<file path="src/rtl/serial_adder_pkg.sv">
// Shared types for the bit-serial adder.
package serial_adder_pkg;

  typedef enum logic [1:0] {
    IDLE = 2'd0,
    RUN  = 2'd1,
    DONE = 2'd2
  } sa_state_t;

endpackage

</file>
<file path="src/rtl/full_adder.sv">
// Combinational 1-bit full-adder cell used as the slice of the serial adder.
module full_adder (
  input  logic a,
  input  logic b,
  input  logic cin,
  output logic sum,
  output logic cout
);

  assign sum  = a ^ b ^ cin;
  assign cout = (a & b) | (a & cin) | (b & cin);

endmodule

</file>
<file path="src/rtl/serial_adder.sv">
// Bit-serial W-bit adder: one full_adder slice plus a carry flop, LSB first.
// Optional signed-overflow output enabled by defining SERIAL_ADDER_OVF_EN.
module serial_adder
  import serial_adder_pkg::*;
#(
  parameter int W = 8
) (
  input  logic         clk,
  input  logic         rst,
  input  logic         in_valid,
  output logic         in_ready,
  input  logic [W-1:0] a,
  input  logic [W-1:0] b,
  input  logic         cin,
  output logic         out_valid,
  input  logic         out_ready,
  output logic [W-1:0] sum,
  output logic         cout
`ifdef SERIAL_ADDER_OVF_EN
  ,
  output logic         ovf
`endif
);

  localparam int CNT_W = (W > 1) ? $clog2(W) : 1;

  sa_state_t        state;
  sa_state_t        next_state;
  logic [W-1:0]     a_sr;
  logic [W-1:0]     b_sr;
  logic [W-1:0]     s_sr;
  logic             carry;
  logic [CNT_W-1:0] cnt;
  logic             rst_hold;
  logic             slice_sum;
  logic             slice_cout;
  logic             last_bit;

  assign last_bit = (cnt == CNT_W'(W - 1));

  full_adder u_slice (
    .a    (a_sr[0]),
    .b    (b_sr[0]),
    .cin  (carry),
    .sum  (slice_sum),
    .cout (slice_cout)
  );

  // rst_hold keeps in_ready low while reset is applied without a comb path from rst.
  always_ff @(posedge clk) begin
    if (rst) begin
      state    <= IDLE;
      rst_hold <= 1'b1;
    end else begin
      state    <= next_state;
      rst_hold <= 1'b0;
    end
  end

  always_comb begin
    next_state = state;
    in_ready   = 1'b0;
    out_valid  = 1'b0;
    case (state)
      IDLE: begin
        in_ready = ~rst_hold;
        if (in_valid && !rst_hold) next_state = RUN;
      end
      RUN: begin
        if (last_bit) next_state = DONE;
      end
      DONE: begin
        out_valid = 1'b1;
        if (out_ready) next_state = IDLE;
      end
      default: next_state = IDLE;
    endcase
  end

  // Sum bits enter at the MSB so after W shifts S holds the result in place.
  always_ff @(posedge clk) begin
    if (rst) begin
      a_sr  <= '0;
      b_sr  <= '0;
      s_sr  <= '0;
      carry <= 1'b0;
      cnt   <= '0;
    end else begin
      case (state)
        IDLE: begin
          if (in_valid && in_ready) begin
            a_sr  <= a;
            b_sr  <= b;
            carry <= cin;
            cnt   <= '0;
          end
        end
        RUN: begin
          a_sr  <= a_sr >> 1;
          b_sr  <= b_sr >> 1;
          s_sr  <= (s_sr >> 1) | (W'(slice_sum) << (W - 1));
          carry <= slice_cout;
          cnt   <= cnt + CNT_W'(1);
        end
        default: begin
        end
      endcase
    end
  end

`ifdef SERIAL_ADDER_OVF_EN
  logic msb_cin;

  // Carry into the MSB is the carry register during the final RUN cycle.
  always_ff @(posedge clk) begin
    if (rst) begin
      msb_cin <= 1'b0;
    end else if (state == RUN && last_bit) begin
      msb_cin <= carry;
    end
  end

  assign ovf = msb_cin ^ carry;
`endif

  assign sum  = s_sr;
  assign cout = carry;

endmodule
</file>
<file path="config.mk">
export PLATFORM = sky130hd
export DESIGN_NAME = serial_adder
export DESIGN_NICKNAME = d
export VERILOG_FILES = /design/src/rtl/serial_adder_pkg.sv /design/src/rtl/full_adder.sv /design/src/rtl/serial_adder.sv
export SDC_FILE = /design/constraint.sdc
export NUM_CORES = 1
export LEC_CHECK = 0
export BUFFER_PORTS_ARGS = -buffer_cell sky130_fd_sc_hd__buf_2
export CAP_MARGIN = 20
export CELL_PAD_IN_SITES_DETAIL_PLACEMENT = 1
export CELL_PAD_IN_SITES_GLOBAL_PLACEMENT = 2
export CORE_ASPECT_RATIO = 0.5
export CORE_UTILIZATION = 31
export DETAILED_ROUTE_END_ITERATION = 16
export PLACE_DENSITY_LB_ADDON = 0.1
export RECOVER_POWER = 50
export SYNTH_ARGS = -nofsm -noshare
export SYNTH_HDL_FRONTEND = slang
export SYNTH_SLANG_ARGS = --single-unit
</file>
<file path="constraint.sdc">
create_clock -name clk -period 1.8 [get_ports clk]
set_clock_uncertainty 0.2 [all_clocks]
set_input_delay 0.09 -clock clk [delete_from_list [all_inputs] [get_ports clk]]
set_output_delay 0.09 -clock clk [all_outputs]
set_load 0.01 [all_outputs]
</file>
==> Flow_metrics.wiki, run 1 <==
{| class="wikitable"
! Metric !! Value
|-
| Cell leakage power || 0.731 nW
|-
| Unrepaired setup endpoints after global routing || no
|-
| Number of antenna repair diodes || 0
|-
| Clk sinks || 31
|-
| Portion of the clock cycle consumed by the worst path in the final layout || 88.0%
|-
| Wirelength, routed || 3.52 mm
|-
| Outcome || finished with violations
|-
| First-pass GRT wire length || 6.09 mm
|-
| Floorplan die width || 97.7 um
|-
| Instance count of the mapped netlist || 158
|-
| CP required || 1.78 ns
|-
| Clock tree root driver cell || sky130_fd_sc_hd__clkbuf_8
|-
| Post-synthesis register bit count || 31
|-
| Global placer's final weighted congestion || 0.701
|-
| Highest achievable clock rate || 631 MHz
|-
| Number of input and output port buffers inserted || 31
|-
| Violations in the final reports || DRC
|-
| Number of warnings printed during yosys synthesis || 0
|-
| Core ar. || 0.00414 mm2
|-
| Final-layout setup total negative slack || 0 ns
|-
| Average instance area after synthesis || 8.98 um2
|-
| Post-synthesis cell type with the largest combined area || sky130_fd_sc_hd__dfxtp_1
|-
| Proportion of synthesized chip area in sequential cells || 43.7%
|-
| Dpl hpwl || 2.26 mm
|-
| Critical-path maximum fanout || 33
|-
| Yosys cell types || 23
|-
| Nature of the critical path startpoint || flop
|-
| Final Max Slew Viols || 0
|-
| Via-to-Cell Ratio || 4.91
|-
| Worst slew slack as a fraction of its limit || 61.8%
|-
| Post-layout min period || 1.58 ns
|-
| Top-level port count || 32
|-
| Hold/Removal Path Class || in2reg
|-
| Syn Nets || 182
|-
| Clock input transition at the sequential cells of the worst setup and hold paths || 0.07 ns
|-
| Clock buffers created by TritonCTS || 5
|-
| Number of vias in the routed layout || 1300
|-
| DIE AREA || 0.00487 mm2
|-
| Total DRC errors in the routed layout || 6
|-
| Number of iterations in the first detailed-routing pass || 9
|-
| Initial antenna violation count || 0
|-
| Final Setup Violations || 0
|-
| Kind of critical path || reg2reg
|-
| Maximum number of pins on one net before global-route repair || 34
|-
| Leading cell types in the layout, fill and taps excluded || 48 x sky130_fd_sc_hd__nand2_1, 31 x sky130_fd_sc_hd__dfxtp_1, 19 x sky130_fd_sc_hd__nor3_1, 19 x sky130_fd_sc_hd__dlygate4sd3_1, 19 x sky130_fd_sc_hd__buf_2
|-
| Post-CTS setup buffers || 0
|-
| GR Overflow Total || 0
|-
| Most common cell after layout, fill and taps aside || sky130_fd_sc_hd__nand2_1
|-
| Power per standard cell area || 908 mW/mm2
|-
| Hold Vio Cnt, Final || 0
|-
| Top cell type's share of synthesized area || 43.7%
|-
| Average routed wire per standard cell || 13.3 um
|-
| Layout Nets || 234
|-
| Worst Path Buf+Inv || 1
|-
| Max Cap Viol || 0
|-
| IR Drop Worst-Case VDD || 386 uV
|-
| CP Cell Sequence || nor2b_1 -> buf_12 -> nand2_1 -> a311oi_1
|-
| Measured slew at the worst slew-check pin || 0.573 ns
|-
| DRC marker count from the first detailed-route iteration || 29
|-
| Initial core utilization || 34.2%
|-
| Total GRT Usage || 16.5%
|-
| Arrival time of data at the critical path endpoint || 1.57 ns
|-
| Post-synthesis cell area || 0.00142 mm2
|-
| Worst skew pair latency || 0.28 ns
|-
| Largest stage delay, worst path || 0.42 ns
|-
| Area contributors post-synth || sky130_fd_sc_hd__dfxtp_1 44%, sky130_fd_sc_hd__nand2_1 13%, sky130_fd_sc_hd__a311oi_2 11%
|-
| Kind of end point of the critical path || flop
|-
| Utilization after layout || 46.1%
|-
| Chip Height || 49.8 um
|-
| Post-synthesis to final-layout area growth || 34.7%
|-
| TritonCTS clock tree || yes
|-
| Largest buffer count on any clock path || 2
|-
| Row Count || 16
|-
| Max stage delay cell, worst path || sky130_fd_sc_hd__dfxtp_1
|-
| Number of H-tree levels || 2
|-
| Via count of the first global-routing pass || 1324
|-
| Share of post-route cells with drive strength above 1 || 22.7%
|-
| Antenna-violating nets left || 0
|-
| Kind of cell with the highest combined delay on the critical path || flip-flops
|}
[repair_timing]
item,CTS,global route
hold buffers,19,0
gates resized for setup,0,0
endpoints found under the hold margin,19,0
[synth_stat cells (all sizes together)]
cell type   n
fa          1
a22oi       1
mux2i       2
nor3b       2
a21oi      12
buf        10
or3b        1
nand3       3
nand2      49
nor2        1
clkbuf      3
nor2b       2
a311oi     15
ha          2
nand2b      2
inv         2
dfxtp      31
nor3       19
[worst register-to-register path: stages (launching register included)]
cell,delay [ns]
sky130_fd_sc_hd__dfxtp_1,0.42
sky130_fd_sc_hd__nor2b_1,0.29
sky130_fd_sc_hd__buf_12,0.22
sky130_fd_sc_hd__nand2_1,0.09
sky130_fd_sc_hd__a311oi_1,0.26
[state kept, by name (all words and copies together), names as in the netlist]
| name | flops |
|---|---|
| sum | 8 |
| cnt | 3 |
| state | 2 |
| b_sr | 8 |
| a_sr | 8 |
| cout | 1 |
| rst_hold | 1 |
[area by class of cell]
cell class	count	area, um2
clock buffer	6	82.6
inverter	2	7.51
clock inverter	2	35.0
fill	499	2230
tap	54	67.6
timing repair buffer	58	414
sequential	31	621
multi-input combinational	112	683
[path summary, 6_finish.rpt]
check,slack (ns),cells after the start,from,endpoint
setup / recovery,0.22,4,state[0],cout
hold / removal,0.05,4,in_valid,state[0]
setup reg to reg,0.22,4,state[0],cout
hold reg to reg,0.26,2,sum[0],sum[0]
[power by group]
part / switching (W) / internal [W]
registers: 0.0000267 / 0.000729
clock network: 0.000267 / 0.000448
logic: 0.000136 / 0.000129
total: 0.000429 / 0.00131
[layer usage]
metal,global-route usage [%],vias to the layer above,routed length (um)
met5,0,-,0
met4,6.06,0,42
met3,5.25,4,126
met2,28.3,18,1670
met1,19.6,622,1680
li1,-,656,-
[kinds of logic after synthesis]
kind of cell,share of synthesized area [%]
AND/OR/NAND/NOR,25.9
flip-flops,43.7
adder cells (fa/ha/maj),3.17
AO/OA/AOI/OAI,18.4
buffers and inverters,7.32
multiplexers,1.41
[metrics by stage]
stage / cell area (um2) / std cells / setup slack, ns / total power (W) / hold slack, ns
finish: 1910 / 265 / 0.216 / 0.00173 / 0.0475
global placement: 1630 / 238 / 0.256 / 0.00101 / 0.169
floorplan: 1420 / 158 / 0.340 / 0.000943 / -0.0823
CTS: 1940 / 265 / 0.143 / 0.00177 / 0.0465
global route: 1910 / 265 / 0.0856 / 0.00183 / 0.0601
detailed placement: 1630 / 238 / 0.152 / 0.00101 / 0.171
No activity file was read; power rests on OpenSTA's default activity.
==> inputs of run 2 (changes only) <==
--- a/config.mk
+++ b/config.mk
@@ -5,12 +5,13 @@
 export SDC_FILE = /design/constraint.sdc
 export NUM_CORES = 1
 export LEC_CHECK = 0
+export ABC_AREA = 1
 export BUFFER_PORTS_ARGS = -buffer_cell sky130_fd_sc_hd__buf_2
 export CAP_MARGIN = 20
 export CELL_PAD_IN_SITES_DETAIL_PLACEMENT = 1
 export CELL_PAD_IN_SITES_GLOBAL_PLACEMENT = 2
 export CORE_ASPECT_RATIO = 0.5
-export CORE_UTILIZATION = 31
+export CORE_UTILIZATION = 30
 export DETAILED_ROUTE_END_ITERATION = 16
 export PLACE_DENSITY_LB_ADDON = 0.1
 export RECOVER_POWER = 50
==> Flow_metrics.wiki, run 2 <==
{| class="wikitable"
! Metric !! Value
|-
| Via-to-Cell Ratio || 4.39
|-
| Post-synthesis to final-layout area growth || 26.2%
|-
| Total of fill cells in the finished design || 671
|-
| Most frequent cells after synthesis || 53 x sky130_fd_sc_hd__nand2_1, 33 x sky130_fd_sc_hd__nand3_1, 31 x sky130_fd_sc_hd__dfxtp_1
|-
| Critical-path maximum fanout || 43
|-
| Dominant cell by count in the synthesized netlist || sky130_fd_sc_hd__nand2_1
|-
| Met1 routing resource usage after global routing || 19.0%
|-
| Number of input and output port buffers inserted || 31
|-
| Wirelength, routed || 4.13 mm
|-
| Clk sinks || 31
|-
| Hold/Removal Path Class || reg2reg
|-
| Post-synthesis cell type with the largest combined area || sky130_fd_sc_hd__dfxtp_1
|-
| Number of enable flip-flop cells after synthesis || 0
|-
| Average instance area after synthesis || 7.24 um2
|-
| Cell leakage power || 0.945 nW
|-
| Final Setup Violations || 0
|-
| CP required || 1.78 ns
|-
| Worst slew slack as a fraction of its limit || 78.6%
|-
| Area occupied by multi-input gates || 785 um2
|-
| Leading cell types in the layout, fill and taps excluded || 54 x sky130_fd_sc_hd__nand2_1, 33 x sky130_fd_sc_hd__nand3_1, 31 x sky130_fd_sc_hd__dfxtp_1, 27 x sky130_fd_sc_hd__nor2_1
|-
| Layout Nets || 296
|-
| Instance count of the mapped netlist || 224
|-
| Post-layout min period || 1.61 ns
|-
| Number of antenna repair diodes || 0
|-
| Dpl hpwl || 2.62 mm
|-
| Syn Nets || 248
|-
| Post-synthesis cell area || 0.00162 mm2
|-
| Yosys cell types || 23
|-
| Total GRT Usage || 15.8%
|-
| First-pass GRT wire length || 6.72 mm
|-
| Number of iterations in the first detailed-routing pass || 3
|-
| Measured slew at the worst slew-check pin || 0.322 ns
|-
| Reg2Reg Depth || 6
|-
| Largest buffer count on any clock path || 2
|-
| Post-synthesis register bit count || 31
|-
| Proportion of synthesized chip area in sequential cells || 38.2%
|-
| Arrival time of data at the critical path endpoint || 1.58 ns
|-
| Share of post-route cells with drive strength above 1 || 21.2%
|-
| Initial core utilization || 32.0%
|-
| Initial antenna violation count || 0
|-
| GR Overflow Total || 0
|-
| Crit Reg-Reg Startpoint || state[1]
|-
| Number of vias in the routed layout || 1507
|-
| Hold Vio Cnt, Final || 0
|-
| DIE AREA || 0.00573 mm2
|-
| Max Cap Viol || 0
|-
| Core ar. || 0.00507 mm2
|-
| Highest achievable clock rate || 622 MHz
|-
| Power per standard cell area || 846 mW/mm2
|-
| Total DRC errors in the routed layout || 0
|-
| DRC marker count from the first detailed-route iteration || 30
|-
| Average routed wire per standard cell || 12.1 um
|-
| Post-CTS setup buffers || 0
|-
| Area contributors post-synth || sky130_fd_sc_hd__dfxtp_1 38%, sky130_fd_sc_hd__nand2_1 12%, sky130_fd_sc_hd__nand3_1 10%
|-
| Worst skew pair latency || 0.29 ns
|-
| Final-layout setup total negative slack || 0 ns
|-
| Maximum number of pins on one net before global-route repair || 44
|-
| Kind of end point of the critical path || flop
|-
| End of the critical path || a_sr[0]
|-
| IR Drop Worst-Case VDD || 285 uV
|-
| Chip Height || 54.0 um
|-
| TritonCTS clock tree || yes
|-
| Peak-usage layer in the global routing report || met2
|-
| Primary FF master, synth || sky130_fd_sc_hd__dfxtp_1
|-
| Number of cells traversed by the worst hold path || 1
|-
| Global placer's final weighted congestion || 0.646
|-
| Nature of the critical path startpoint || flop
|-
| Number of warnings printed during yosys synthesis || 0
|-
| Via count of the first global-routing pass || 1457
|-
| GRT met2 Usage || 28.3%
|-
| Most common cell after layout, fill and taps aside || sky130_fd_sc_hd__nand2_1
|-
| Clock input transition at the sequential cells of the worst setup and hold paths || 0.07 ns
|-
| Number of H-tree levels || 2
|-
| Unrepaired setup endpoints after global routing || no
|-
| Row Count || 18
|-
| Top-level port count || 32
|-
| Antenna-violating nets left || 0
|-
| Number of cells upsized or downsized after cts || 0
|-
| Outcome || completed
|-
| Storage element area || 621 um2
|-
| Endpoint of the worst register-to-register path || a_sr[0]
|-
| Worst hold margin || 0.272 ns
|-
| Floorplan die width || 106 um
|-
| Final Max Slew Viols || 0
|-
| Top cell type's share of synthesized area || 38.2%
|-
| Share of synthesized flip-flops with an asynchronous set or reset || 0%
|-
| R2r setup slk || 0.19 ns
|-
| Clock buffers created by TritonCTS || 5
|-
| Met3 GRT Util || 4.72%
|-
| Clock tree root driver cell || sky130_fd_sc_hd__clkbuf_8
|-
| Startpoint of the most critical setup path || state[1]
|-
| Portion of the clock cycle consumed by the worst path in the final layout || 89.3%
|-
| Kind of critical path || reg2reg
|}
run 2: cell count changes after synthesis, sizes merged, moves of 6 or more:
cell and change:
a21oi -7, a311oi -15, inv +20, nand2 +6, nand3 +31, nor2 +47, nor3 -18, o21ai +9
run 2: worst min path at each step:
stage,startpoint,end,slack (ns)
global route,cnt[0],cnt[0],0.29
CTS,cnt[0],cnt[0],0.27
detailed placement,rst,rst_hold,0.11
floorplan,rst,rst_hold,-0.08
finish,cnt[0],cnt[0],0.27
global placement,rst,rst_hold,0.10
run 2: cell type report:
class	count	share of cell area, %
clock inverters	1	0.367
multi-input cells	158	38.3
repair buffers	54	17.8
well taps	70	4.28
flip-flops and latches	31	30.3
inverters	22	4.28
clock buffers	7	4.70
run 2: kinds of logic (layout without fill, tap and decap cells):
group	after synthesis	in the layout	share of synthesized area (%)
and+or+nand+nor	139	139	40.8
buffers and inverters	35	84	13.0
DFF	31	31	38.2
AOI/OAI and AO/OA	16	16	5.24
adders and majority gates	3	3	2.78
run 2: stage by stage:
step	worst slack [ns]	total power, W	instance area (um2)	utilization (%)	cells
after detailed placement	0.187	0.00110	1770	34.8	315
after global routing	0.0711	0.00184	2050	40.4	343
after floorplan	0.483	0.00103	1620	-	224
after CTS	0.179	0.00177	2070	40.8	343
final	0.193	0.00173	2050	40.4	343
after global placement	0.210	0.00109	1770	34.8	315
run 2: critical path, cell delays in order, from the launching register on:
cell and delay [ns]:
sky130_fd_sc_hd__dfxtp_1 0.34, sky130_fd_sc_hd__inv_4 0.23, sky130_fd_sc_hd__nand2_8 0.23, sky130_fd_sc_hd__nand2_1 0.20, sky130_fd_sc_hd__inv_4 0.13, sky130_fd_sc_hd__nor2_1 0.12, sky130_fd_sc_hd__nor2_1 0.05
run 2: per-layer routing:
layer / wire length (um) / share of wire, % / up-vias
li1: - / - / 788
met3: 141 / 3.4 / 2
met1: 2060 / 50 / 700
met5: 0 / 0 / -
met4: 10 / 0.24 / 0
met2: 1920 / 46 / 17
run 2: what timing repair did:
action,in CTS,in global routing
endpoints found under the setup margin,0,0
hold buffers,20,0
endpoints found under the hold margin,22,0
run 2: report_power, final:
part / switching [W] / internal, W
combinational: 0.000187 / 0.000140
sequential: 0.0000352 / 0.000741
clock: 0.000281 / 0.000348
